$ cat src/rtl/store_queue_if.sv
`default_nettype none
// +--------------------------------------------------------------------------+
// | store_queue_if : dispatch / LS unit / ROB / D-cache bundle for the store  |
// | queue.                                                                    |
// | Revision 1.0                                                              |
// +--------------------------------------------------------------------------+
interface store_queue_if #(
    parameter int SQ_SIZE = 8,
    parameter int XLEN    = 32
);
    localparam int LSQ_IDX_LEN = $clog2(SQ_SIZE);

    logic                   squash;
    logic                   alloc_valid;
    logic                   alloc_ready;
    logic [LSQ_IDX_LEN-1:0] alloc_pos;

    logic                   fu_valid;
    logic                   fu_store;
    logic [LSQ_IDX_LEN-1:0] fu_sq_pos;
    logic [XLEN-1:0]        fu_addr;
    logic [XLEN-1:0]        fu_value;
    logic [1:0]             fu_mem_size;

    logic                   ld_valid;
    logic [XLEN-1:0]        ld_addr;
    logic [1:0]             ld_mem_size;
    logic [LSQ_IDX_LEN-1:0] ld_sq_pos;
    logic                   ld_forward;
    logic                   ld_stall;
    logic [XLEN-1:0]        ld_value;

    logic                   commit_valid;

    logic                   mem_req_valid;
    logic [XLEN-1:0]        mem_req_addr;
    logic [XLEN-1:0]        mem_req_data;
    logic [1:0]             mem_req_size;
    logic                   mem_req_ack;

    modport master (
        output squash, alloc_valid,
        input  alloc_ready, alloc_pos,
        output fu_valid, fu_store, fu_sq_pos, fu_addr, fu_value, fu_mem_size,
        output ld_valid, ld_addr, ld_mem_size, ld_sq_pos,
        input  ld_forward, ld_stall, ld_value,
        output commit_valid,
        input  mem_req_valid, mem_req_addr, mem_req_data, mem_req_size,
        output mem_req_ack
    );

    modport slave (
        input  squash, alloc_valid,
        output alloc_ready, alloc_pos,
        input  fu_valid, fu_store, fu_sq_pos, fu_addr, fu_value, fu_mem_size,
        input  ld_valid, ld_addr, ld_mem_size, ld_sq_pos,
        output ld_forward, ld_stall, ld_value,
        input  commit_valid,
        output mem_req_valid, mem_req_addr, mem_req_data, mem_req_size,
        input  mem_req_ack
    );
endinterface
`default_nettype wire

$ cat src/rtl/store_queue.sv
`default_nettype none
// +--------------------------------------------------------------------------+
// | store_queue : circular store queue with store-to-load forwarding and      |
// | in-order drain of committed stores to the D-cache.                        |
// | Revision 1.0                                                              |
// +--------------------------------------------------------------------------+
module store_queue #(
    parameter int SQ_SIZE = 8,
    parameter int XLEN    = 32
) (
    input  wire logic    clock,
    input  wire logic    reset,
    store_queue_if.slave sq
);
    localparam int LSQ_IDX_LEN = $clog2(SQ_SIZE);

    typedef logic [LSQ_IDX_LEN-1:0] idx_t;
    typedef logic [LSQ_IDX_LEN:0]   cnt_t;

    localparam cnt_t C_FULL = cnt_t'(SQ_SIZE);

    // Entry storage
    logic [SQ_SIZE-1:0] valid_q;
    logic [SQ_SIZE-1:0] addr_valid_q;
    logic [SQ_SIZE-1:0] committed_q;
    logic [XLEN-1:0]    addr_q [SQ_SIZE];
    logic [XLEN-1:0]    data_q [SQ_SIZE];
    logic [1:0]         size_q [SQ_SIZE];

    idx_t head_q, head_d;
    idx_t tail_q, tail_d;
    cnt_t count_q, count_d;
    cnt_t commit_cnt_q, commit_cnt_d;

    logic alloc_fire;
    logic fill_fire;
    logic commit_fire;
    logic ack_fire;
    idx_t commit_slot;

    function automatic logic [3:0] byte_mask(input logic [1:0] size, input logic [1:0] a);
        logic [3:0] m;
        case (size)
            2'd0:    m = 4'b0001 << a;
            2'd1:    m = 4'b0011 << a;
            default: m = 4'b1111;
        endcase
        return m;
    endfunction

    always_comb begin
        alloc_fire  = sq.alloc_valid && (count_q < C_FULL) && !sq.squash;
        fill_fire   = sq.fu_valid && sq.fu_store && valid_q[sq.fu_sq_pos];
        commit_fire = sq.commit_valid && (commit_cnt_q < count_q);
        ack_fire    = committed_q[head_q] && sq.mem_req_ack;
        commit_slot = head_q + idx_t'(commit_cnt_q);

        head_d       = head_q + idx_t'(ack_fire);
        commit_cnt_d = commit_cnt_q + cnt_t'(commit_fire) - cnt_t'(ack_fire);

        // Squash keeps everything committed, including this cycle's commit.
        if (sq.squash) begin
            tail_d  = head_q + idx_t'(commit_cnt_q + cnt_t'(commit_fire));
            count_d = commit_cnt_d;
        end else begin
            tail_d  = tail_q + idx_t'(alloc_fire);
            count_d = count_q + cnt_t'(alloc_fire) - cnt_t'(ack_fire);
        end
    end

    always_ff @(posedge clock) begin
        if (reset) begin
            valid_q      <= '0;
            addr_valid_q <= '0;
            committed_q  <= '0;
            head_q       <= '0;
            tail_q       <= '0;
            count_q      <= '0;
            commit_cnt_q <= '0;
            for (int i = 0; i < SQ_SIZE; i++) begin
                addr_q[i] <= '0;
                data_q[i] <= '0;
                size_q[i] <= '0;
            end
        end else begin
            head_q       <= head_d;
            tail_q       <= tail_d;
            count_q      <= count_d;
            commit_cnt_q <= commit_cnt_d;
            for (int i = 0; i < SQ_SIZE; i++) begin
                if (fill_fire && (sq.fu_sq_pos == idx_t'(i))) begin
                    addr_q[i]       <= sq.fu_addr;
                    data_q[i]       <= sq.fu_value;
                    size_q[i]       <= sq.fu_mem_size;
                    addr_valid_q[i] <= 1'b1;
                end
                if (commit_fire && (commit_slot == idx_t'(i))) begin
                    committed_q[i] <= 1'b1;
                end
                if (alloc_fire && (tail_q == idx_t'(i))) begin
                    valid_q[i]      <= 1'b1;
                    addr_valid_q[i] <= 1'b0;
                    committed_q[i]  <= 1'b0;
                    addr_q[i]       <= '0;
                    data_q[i]       <= '0;
                    size_q[i]       <= '0;
                end
                if (ack_fire && (head_q == idx_t'(i))) begin
                    valid_q[i]      <= 1'b0;
                    addr_valid_q[i] <= 1'b0;
                    committed_q[i]  <= 1'b0;
                end
                if (sq.squash && valid_q[i] && !committed_q[i] &&
                    !(commit_fire && (commit_slot == idx_t'(i)))) begin
                    valid_q[i]      <= 1'b0;
                    addr_valid_q[i] <= 1'b0;
                end
            end
        end
    end

    // Load lookup: scan oldest to youngest so the last hit is the youngest.
    idx_t            older_cnt;
    idx_t            slot;
    idx_t            hit_slot;
    logic            hit;
    logic            any_unres;
    logic            covers;
    logic [3:0]      ld_mask;
    logic [3:0]      st_mask;
    logic [XLEN-1:0] shifted;
    logic            fwd;
    logic            stall;

    always_comb begin
        ld_mask   = byte_mask(sq.ld_mem_size, sq.ld_addr[1:0]);
        older_cnt = sq.ld_sq_pos - head_q;
        any_unres = 1'b0;
        hit       = 1'b0;
        hit_slot  = '0;
        slot      = '0;
        for (int k = 0; k < SQ_SIZE; k++) begin
            slot = head_q + idx_t'(k);
            if ((idx_t'(k) < older_cnt) && valid_q[slot]) begin
                if (!addr_valid_q[slot]) begin
                    any_unres = 1'b1;
                end else if ((addr_q[slot][XLEN-1:2] == sq.ld_addr[XLEN-1:2]) &&
                             ((byte_mask(size_q[slot], addr_q[slot][1:0]) & ld_mask) != 4'b0000)) begin
                    hit      = 1'b1;
                    hit_slot = slot;
                end
            end
        end
        st_mask = byte_mask(size_q[hit_slot], addr_q[hit_slot][1:0]);
        covers  = ((st_mask & ld_mask) == ld_mask);
        shifted = (data_q[hit_slot] << {addr_q[hit_slot][1:0], 3'b000}) >> {sq.ld_addr[1:0], 3'b000};
        stall   = sq.ld_valid && (any_unres || (hit && !covers));
        fwd     = sq.ld_valid && !any_unres && hit && covers;
    end

    assign sq.ld_forward    = fwd;
    assign sq.ld_stall      = stall;
    assign sq.ld_value      = fwd ? shifted : '0;

    assign sq.alloc_ready   = (count_q < C_FULL);
    assign sq.alloc_pos     = tail_q;

    assign sq.mem_req_valid = committed_q[head_q];
    assign sq.mem_req_addr  = addr_q[head_q];
    assign sq.mem_req_data  = data_q[head_q];
    assign sq.mem_req_size  = size_q[head_q];
endmodule
`default_nettype wire

$ cat src/flat_wrapper.sv
// flat-port wrapper written by rule: the top's interface ports become plain ports
module store_queue_flat 
#(
    parameter int SQ_SIZE = 8,
    parameter int XLEN    = 32
)
  (clock, reset, sq_squash, sq_alloc_valid, sq_alloc_ready, sq_alloc_pos, sq_fu_valid, sq_fu_store, sq_fu_sq_pos, sq_fu_addr, sq_fu_value, sq_fu_mem_size, sq_ld_valid, sq_ld_addr, sq_ld_mem_size, sq_ld_sq_pos, sq_ld_forward, sq_ld_stall, sq_ld_value, sq_commit_valid, sq_mem_req_valid, sq_mem_req_addr, sq_mem_req_data, sq_mem_req_size, sq_mem_req_ack);
  store_queue_if #(.SQ_SIZE(SQ_SIZE), .XLEN(XLEN)) sq_i ();
  input  wire logic clock;
  input  wire logic reset;
  input wire logic [$bits(sq_i.squash)-1:0] sq_squash;
  input wire logic [$bits(sq_i.alloc_valid)-1:0] sq_alloc_valid;
  output wire logic [$bits(sq_i.alloc_ready)-1:0] sq_alloc_ready;
  output wire logic [$bits(sq_i.alloc_pos)-1:0] sq_alloc_pos;
  input wire logic [$bits(sq_i.fu_valid)-1:0] sq_fu_valid;
  input wire logic [$bits(sq_i.fu_store)-1:0] sq_fu_store;
  input wire logic [$bits(sq_i.fu_sq_pos)-1:0] sq_fu_sq_pos;
  input wire logic [$bits(sq_i.fu_addr)-1:0] sq_fu_addr;
  input wire logic [$bits(sq_i.fu_value)-1:0] sq_fu_value;
  input wire logic [$bits(sq_i.fu_mem_size)-1:0] sq_fu_mem_size;
  input wire logic [$bits(sq_i.ld_valid)-1:0] sq_ld_valid;
  input wire logic [$bits(sq_i.ld_addr)-1:0] sq_ld_addr;
  input wire logic [$bits(sq_i.ld_mem_size)-1:0] sq_ld_mem_size;
  input wire logic [$bits(sq_i.ld_sq_pos)-1:0] sq_ld_sq_pos;
  output wire logic [$bits(sq_i.ld_forward)-1:0] sq_ld_forward;
  output wire logic [$bits(sq_i.ld_stall)-1:0] sq_ld_stall;
  output wire logic [$bits(sq_i.ld_value)-1:0] sq_ld_value;
  input wire logic [$bits(sq_i.commit_valid)-1:0] sq_commit_valid;
  output wire logic [$bits(sq_i.mem_req_valid)-1:0] sq_mem_req_valid;
  output wire logic [$bits(sq_i.mem_req_addr)-1:0] sq_mem_req_addr;
  output wire logic [$bits(sq_i.mem_req_data)-1:0] sq_mem_req_data;
  output wire logic [$bits(sq_i.mem_req_size)-1:0] sq_mem_req_size;
  input wire logic [$bits(sq_i.mem_req_ack)-1:0] sq_mem_req_ack;
  assign sq_i.squash = sq_squash;
  assign sq_i.alloc_valid = sq_alloc_valid;
  assign sq_alloc_ready = sq_i.alloc_ready;
  assign sq_alloc_pos = sq_i.alloc_pos;
  assign sq_i.fu_valid = sq_fu_valid;
  assign sq_i.fu_store = sq_fu_store;
  assign sq_i.fu_sq_pos = sq_fu_sq_pos;
  assign sq_i.fu_addr = sq_fu_addr;
  assign sq_i.fu_value = sq_fu_value;
  assign sq_i.fu_mem_size = sq_fu_mem_size;
  assign sq_i.ld_valid = sq_ld_valid;
  assign sq_i.ld_addr = sq_ld_addr;
  assign sq_i.ld_mem_size = sq_ld_mem_size;
  assign sq_i.ld_sq_pos = sq_ld_sq_pos;
  assign sq_ld_forward = sq_i.ld_forward;
  assign sq_ld_stall = sq_i.ld_stall;
  assign sq_ld_value = sq_i.ld_value;
  assign sq_i.commit_valid = sq_commit_valid;
  assign sq_mem_req_valid = sq_i.mem_req_valid;
  assign sq_mem_req_addr = sq_i.mem_req_addr;
  assign sq_mem_req_data = sq_i.mem_req_data;
  assign sq_mem_req_size = sq_i.mem_req_size;
  assign sq_i.mem_req_ack = sq_mem_req_ack;
  store_queue #(.SQ_SIZE(SQ_SIZE), .XLEN(XLEN)) u_core (.clock(clock), .reset(reset), .sq(sq_i));
endmodule
$ cat config.mk
export PLATFORM = sky130hd
export DESIGN_NAME = store_queue_flat
export DESIGN_NICKNAME = d
export VERILOG_FILES = /design/src/rtl/store_queue_if.sv /design/src/rtl/store_queue.sv /design/src/flat_wrapper.sv
export SDC_FILE = /design/constraint.sdc
export NUM_CORES = 2
export LEC_CHECK = 0
export ABC_AREA = 1
export BUFFER_PORTS_ARGS = -buffer_cell sky130_fd_sc_hd__clkbuf_2
export CORE_UTILIZATION = 45
export DETAILED_ROUTE_END_ITERATION = 7
export MAX_ROUTING_LAYER = met4
export PLACE_DENSITY = 0.61
export SLEW_MARGIN = 20
export SYNTH_ARGS = -nofsm -noshare
export SYNTH_HDL_FRONTEND = slang
export SYNTH_SLANG_ARGS = --single-unit
export TNS_END_PERCENT = 5
$ cat constraint.sdc
create_clock -name clock -period 8.61 [get_ports clock]
set_clock_uncertainty 0.2 [all_clocks]
set_input_delay 1.722 -clock clock [delete_from_list [all_inputs] [get_ports clock]]
set_output_delay 1.722 -clock clock [all_outputs]
set_load 0.05 [all_outputs]
Yosys cells after proc, flatten, opt, wreduce, memory -nomap -nowiden:

Memories as Yosys holds them, arrays and structs flattened. A register that Yosys moved wholly into a read port is not among the register bits.
Index checks and enable logic that the tools add are counted.

* register bits: 38
* memory bits (writable): 528
* word-level logic and storage cells: 571
* memories kept: 3

Memory list
* u_core.addr_q: depth 8, bits a word 32, read ports 9, clocked after memory_dff 1, wr ports 8, RTL line store_queue.sv:26 `logic [XLEN-1:0] addr_q [SQ_SIZE];`
* u_core.data_q: depth 8, bits a word 32, read ports 2, clocked after memory_dff 1, wr ports 8, RTL line store_queue.sv:27 `logic [XLEN-1:0] data_q [SQ_SIZE];`
* u_core.size_q: depth 8, bits a word 2, read ports 9, clocked after memory_dff 1, wr ports 8, RTL line store_queue.sv:28 `logic [1:0] size_q [SQ_SIZE];`

* mux-type cells: 230
* shift operators: 22
* magnitude comparators: 19
* reductions and logical operators: 149
* eq/ne operators: 47
* bitwise gates (word level): 57
* add/sub/neg operators: 16

Operators by type and width (count)
* 32-bit two-way mux: 33
* 30-bit == test: 8
* 1-bit two-way mux: 108
* 3-bit two-way mux: 28
* 1-bit logical AND: 83
* 4-bit one-hot mux with 2 select lines: 10
* 4-bit two-way mux: 17
* 1-bit binary-select mux with 3-bit select: 18
* 3-bit == test (second input constant): 16
* 1-bit OR: 48
* 3-bit OR reduction: 16
* 1-bit by 2-bit << shifter with 4-bit output (first input constant): 10
* 2-bit by 2-bit << shifter with 4-bit output (first input constant): 10
* 4-bit AND: 9
* 3-bit by 4-bit less-than comparator with 1-bit output (second input constant): 9
* 2-bit two-way mux: 16
* 4-bit nonzero test: 8
* 4-bit OR reduction: 8
* 32-bit by 5-bit << shifter with 32-bit output: 1
* 32-bit by 5-bit >> shifter with 32-bit output: 1
* 3-bit by 2-bit == test with 1-bit output (second input constant): 8
* 2-bit by 1-bit == test with 1-bit output (second input constant): 10
* 2-bit logical NOT: 10
* 1-bit logical NOT: 19
* 17 further kinds: 36

Logic depth before layout (Yosys ltp):

An unclocked memory read counts as a cell.

* depth after elaboration: 40
* depth in mapped cells: 45
* gate-level depth less buffers: 35

Worst setup path after synthesis:

Ideal clock, no wire load.

* path type: input -> register
* start: input port sq_fu_sq_pos[0]
* end: memory u_core.addr_q[2][0] (enable)
* buffers on the path: 0
* data arrival time: 7.532 ns
* cell stages on the path: 7
* path slack: 0.296 ns
* cells stage by stage: nor2_1 -> nand2_1 -> o21ai_0 -> a2111oi_0 -> a211oi_1 -> nand2_1 -> o21ai_0

RTL lines
* start: declaration: RTL line flat_wrapper.sv:17 `input wire logic [$bits(sq_i.fu_sq_pos)-1:0] sq_fu_sq_pos;`
* end: declaration: RTL line store_queue.sv:26

Worst setup path after layout:

* start: register u_core.head_q[0]
* end: output port sq_ld_value[16]

* cells in the longest elaborated chain, start to end: 37

Ends and longest elaborated chain
* start: declaration: RTL line store_queue.sv:30 `idx_t head_q, head_d;`
* start signal: assignment: RTL line store_queue.sv:76 `head_q <= '0;`
* start signal: assignment: RTL line store_queue.sv:86 `head_q <= head_d;`
* branches (longest 36 deep; another with memory 8 x 32 bit)
* 32-bit two-way mux (*): RTL line store_queue.sv:163 `assign sq.ld_value = fwd ? shifted : '0;`
* end: declaration: RTL line flat_wrapper.sv:27 `output wire logic [$bits(sq_i.ld_value)-1:0] sq_ld_value;`

Every way passes the cells marked *. The select of a mux whose other input is x is not followed.

==> flow_summary.json <==
{
  "grt_pass1_wl_microns": 259000,
  "worstHoldPathCells": 2,
  "rows": 109,
  "syn2layout_area_growth_pct": 11.6,
  "cts_buffer_depth": 3,
  "first_global_vias": 39200,
  "post-dp-hpwl_microns": 119000,
  "yosysTopAreaCell": "edfxtp_1",
  "layout_commonest_cell": "nand2_1",
  "ys_top_cells_by_area": "edfxtp_1, nand2_1, nand3_1",
  "violations": "DRC",
  "drt_iter0_drc": 5955,
  "firstDrtPassIters": 8,
  "cts.htree.levels": 3,
  "slowest_delay_ns": 0.51,
  "p_sw_w": 0.00609,
  "internal-power_w": 0.00661,
  "grt_antenna_before_repair": 5,
  "path_common_cell": "nand2_1",
  "cts_hold_buf": 0,
  "power.share.clock_pct": 24.0,
  "fin_ws_ns": 0.286,
  "cts_tree": "yes",
  "drive_above_1_share_pct": 8.88,
  "tightest_slew_ns": 1.23,
  "synth_area_sq_um": 40500,
  "synth_edf_count": 528,
  "cp-end-kind": "output port",
  "portBuffers": 219,
  "synth_warnings": 0,
  "reg2reg_depth": 9,
  "netlist_instances": 5826,
  "numCtsBuffers": 70,
  "hold_viol_final": 0,
  "peakVddDrop_mv": 0.248,
  "grt_max_degree": 207,
  "swShare_pct": 48.0,
  "synth.ff_latch_count": 566,
  "clock_latency_ns": 0.65,
  "wl_microns": 181000,
  "hold_class": "register to register",
  "sequentialPowerShare_pct": 26.3,
  "gp_congestion": 1.11,
  "crit_fanout": 45,
  "dp_cells": 6949,
  "num_io_pins": 220,
  "status": "complete, but fails checks",
  "clk_pin_slew_ns": 0.06,
  "yosys_most_used_dff": "edfxtp_1",
  "fmax_mhz": 120,
  "syn-num-nets": 5970,
  "ys_types": 58,
  "viasPerCell": 6.08,
  "drtAntennaViolNets": 0,
  "drv_slew": 0,
  "clock_sinks": 566,
  "drcViolationCount": 20,
  "async_flop_share_pct": 0,
  "required_ns": 6.69,
  "power_frac_comb_pct": 49.7,
  "nets": 6015,
  "grt_usage_pct": 39.7,
  "layout.cells.non_filler": 7096,
  "layout_common_cells": "nand2_1, nand3_1, nor2_1, edfxtp_1, o21ai_0",
  "critPathKind": "register to output port",
  "maxSlewHeadroom_pct": 18.3,
  "coreArea_sq_um": 88800,
  "leakage_nw": 20.1,
  "root_buffer": "clkbuf_16",
  "synth-seq-area-share_pct": 41.1,
  "die_h_microns": 302,
  "wl_per_cell_microns": 25.5,
  "startpoint_type": "register",
  "grt_overflow": 0,
  "slowest_stage": "dfxtp_4",
  "hold_ws_ns": 0.302,
  "arrival_ns": 6.40,
  "drv_cap": 0,
  "vias": 43200,
  "setup_viol": 0,
  "die_area_sq_um": 91100,
  "avgSynthCellArea_sq_um": 6.95,
  "yosys.area.top_type_share_pct": 39.2,
  "period_minus_slack_ns": 8.32,
  "die_w_microns": 302,
  "cellPowerDensity_nw_per_um2": 281,
  "period_share_pct": 96.7,
  "dp_slack_ns": 0.113,
  "initial_utilization_pct": 45.6,
  "fin_tns_setup_ns": 0,
  "finish.utilization_pct": 50.9
}
sequential cells by signal (all words and copies together), names as in the netlist, 4 cells and up:
| signal | flops |
|---|---|
| u_core.addr_q | 256 |
| u_core.data_q | 256 |
| u_core.size_q | 16 |
| u_core.addr_valid_q | 8 |
| u_core.committed_q | 8 |
| u_core.valid_q | 8 |
| u_core.commit_cnt_q | 4 |
| u_core.count_q | 4 |
layer usage:
| layer | part of all wire (%) | routed length, microns | track usage [%] |
|---|---|---|---|
| met4 | 6.8 | 12300 | 22.9 |
| met2 | 44 | 79800 | 60.3 |
| met3 | 10 | 18900 | 6.82 |
| met5 | 0 | 0 | - |
| met1 | 39 | 69900 | 49.9 |
worst max-delay path, delay by kind of cell (launching register included):
family	cells	cell delay [ns]
flip-flops	1	0.51
XOR/XNOR	1	0.43
AO/OA/AOI/OAI	2	0.52
AND/OR/NAND/NOR	19	2.86
buffers and inverters	5	1.05
adder cells (fa/ha/maj)	1	0.31
final cells by class:
cell class | count | area (sq um)
Fill cell | 8875 | 43600
Multi-Input combinational cell | 4645 | 21300
Sequential cell | 566 | 16600
Timing Repair Buffer | 336 | 2430
Clock buffer | 90 | 1900
Tap cell | 1165 | 1460
Inverter | 252 | 983
Clock inverter | 36 | 433
Antenna cell | 6 | 15.0
logic make-up (layout without fill, tap and decap cells):
family	Yosys count	in the layout	share of synthesized area (%)
simple gates	4095	4096	42.9
flops	566	566	41.1
buf+inv	616	714	6.91
mux	3	3	0.0742
other cells	0	6	0
fa+ha+maj	29	29	0.971
compound gates	451	451	6.65
xor+xnor	66	66	1.45
power by group through the flow:
stage	Clock (W)	Sequential, W	Combinational (W)
floorplan	0	0.00337	0.00412
CTS	0.00306	0.00334	0.00604
detailed placement	0	0.00340	0.00599
global route	0.00316	0.00336	0.00678
global placement	0	0.00339	0.00597
finish	0.00304	0.00334	0.00632
synthesized netlist by cell type (5+ instances only):
cell type	number
edfxtp_1	528
a211oi_1	8
o22ai_1	5
inv_1	228
o21a_1	39
xor2_1	57
nand2_2	7
clkinv_1	13
o2111ai_1	38
ha_1	25
nor2_2	10
nand3_1	1312
buf_2	127
nor2_1	880
nand4_1	34
o21ai_0	238
buf_1	53
xnor2_1	8
o211ai_1	36
or2_2	11
clkbuf_1	120
o21ai_1	23
nor4_1	9
dfxtp_1	38
a31oi_1	8
and2_1	17
nand2_1	1775
buf_6	22
a21oi_1	38
nor3_1	22
inv_2	9
buf_4	42
final timing paths:
| path | startpoint | to | slack, ns |
|---|---|---|---|
| worst max-delay path | u_core.head_q[0] | sq_ld_value[16] | 0.29 |
| worst min register to register | u_core.committed_q[0] | u_core.committed_q[0] | 0.30 |
| worst min-delay path | u_core.committed_q[0] | u_core.committed_q[0] | 0.30 |
| worst max register to register | u_core.valid_q[3] | u_core.addr_q[0][7] | 4.23 |
stage by stage:
stage | total power (W) | area (sq um)
finish | 0.0127 | 45200
floorplan | 0.00749 | 40500
detailed placement | 0.00939 | 42500
CTS | 0.0124 | 44900
global route | 0.0133 | 45200
global placement | 0.00936 | 42500
repair_timing:
action | in CTS | in global routing
endpoints found under the hold margin | 0 | 0
buffers inserted | 4 | 6
setup endpoints to repair | 34 | 34
gates resized for setup | 4 | 65
pin swaps | 2 | 2
gates cloned | 0 | 5
Note: power is estimated with default switching activity, not from simulation.
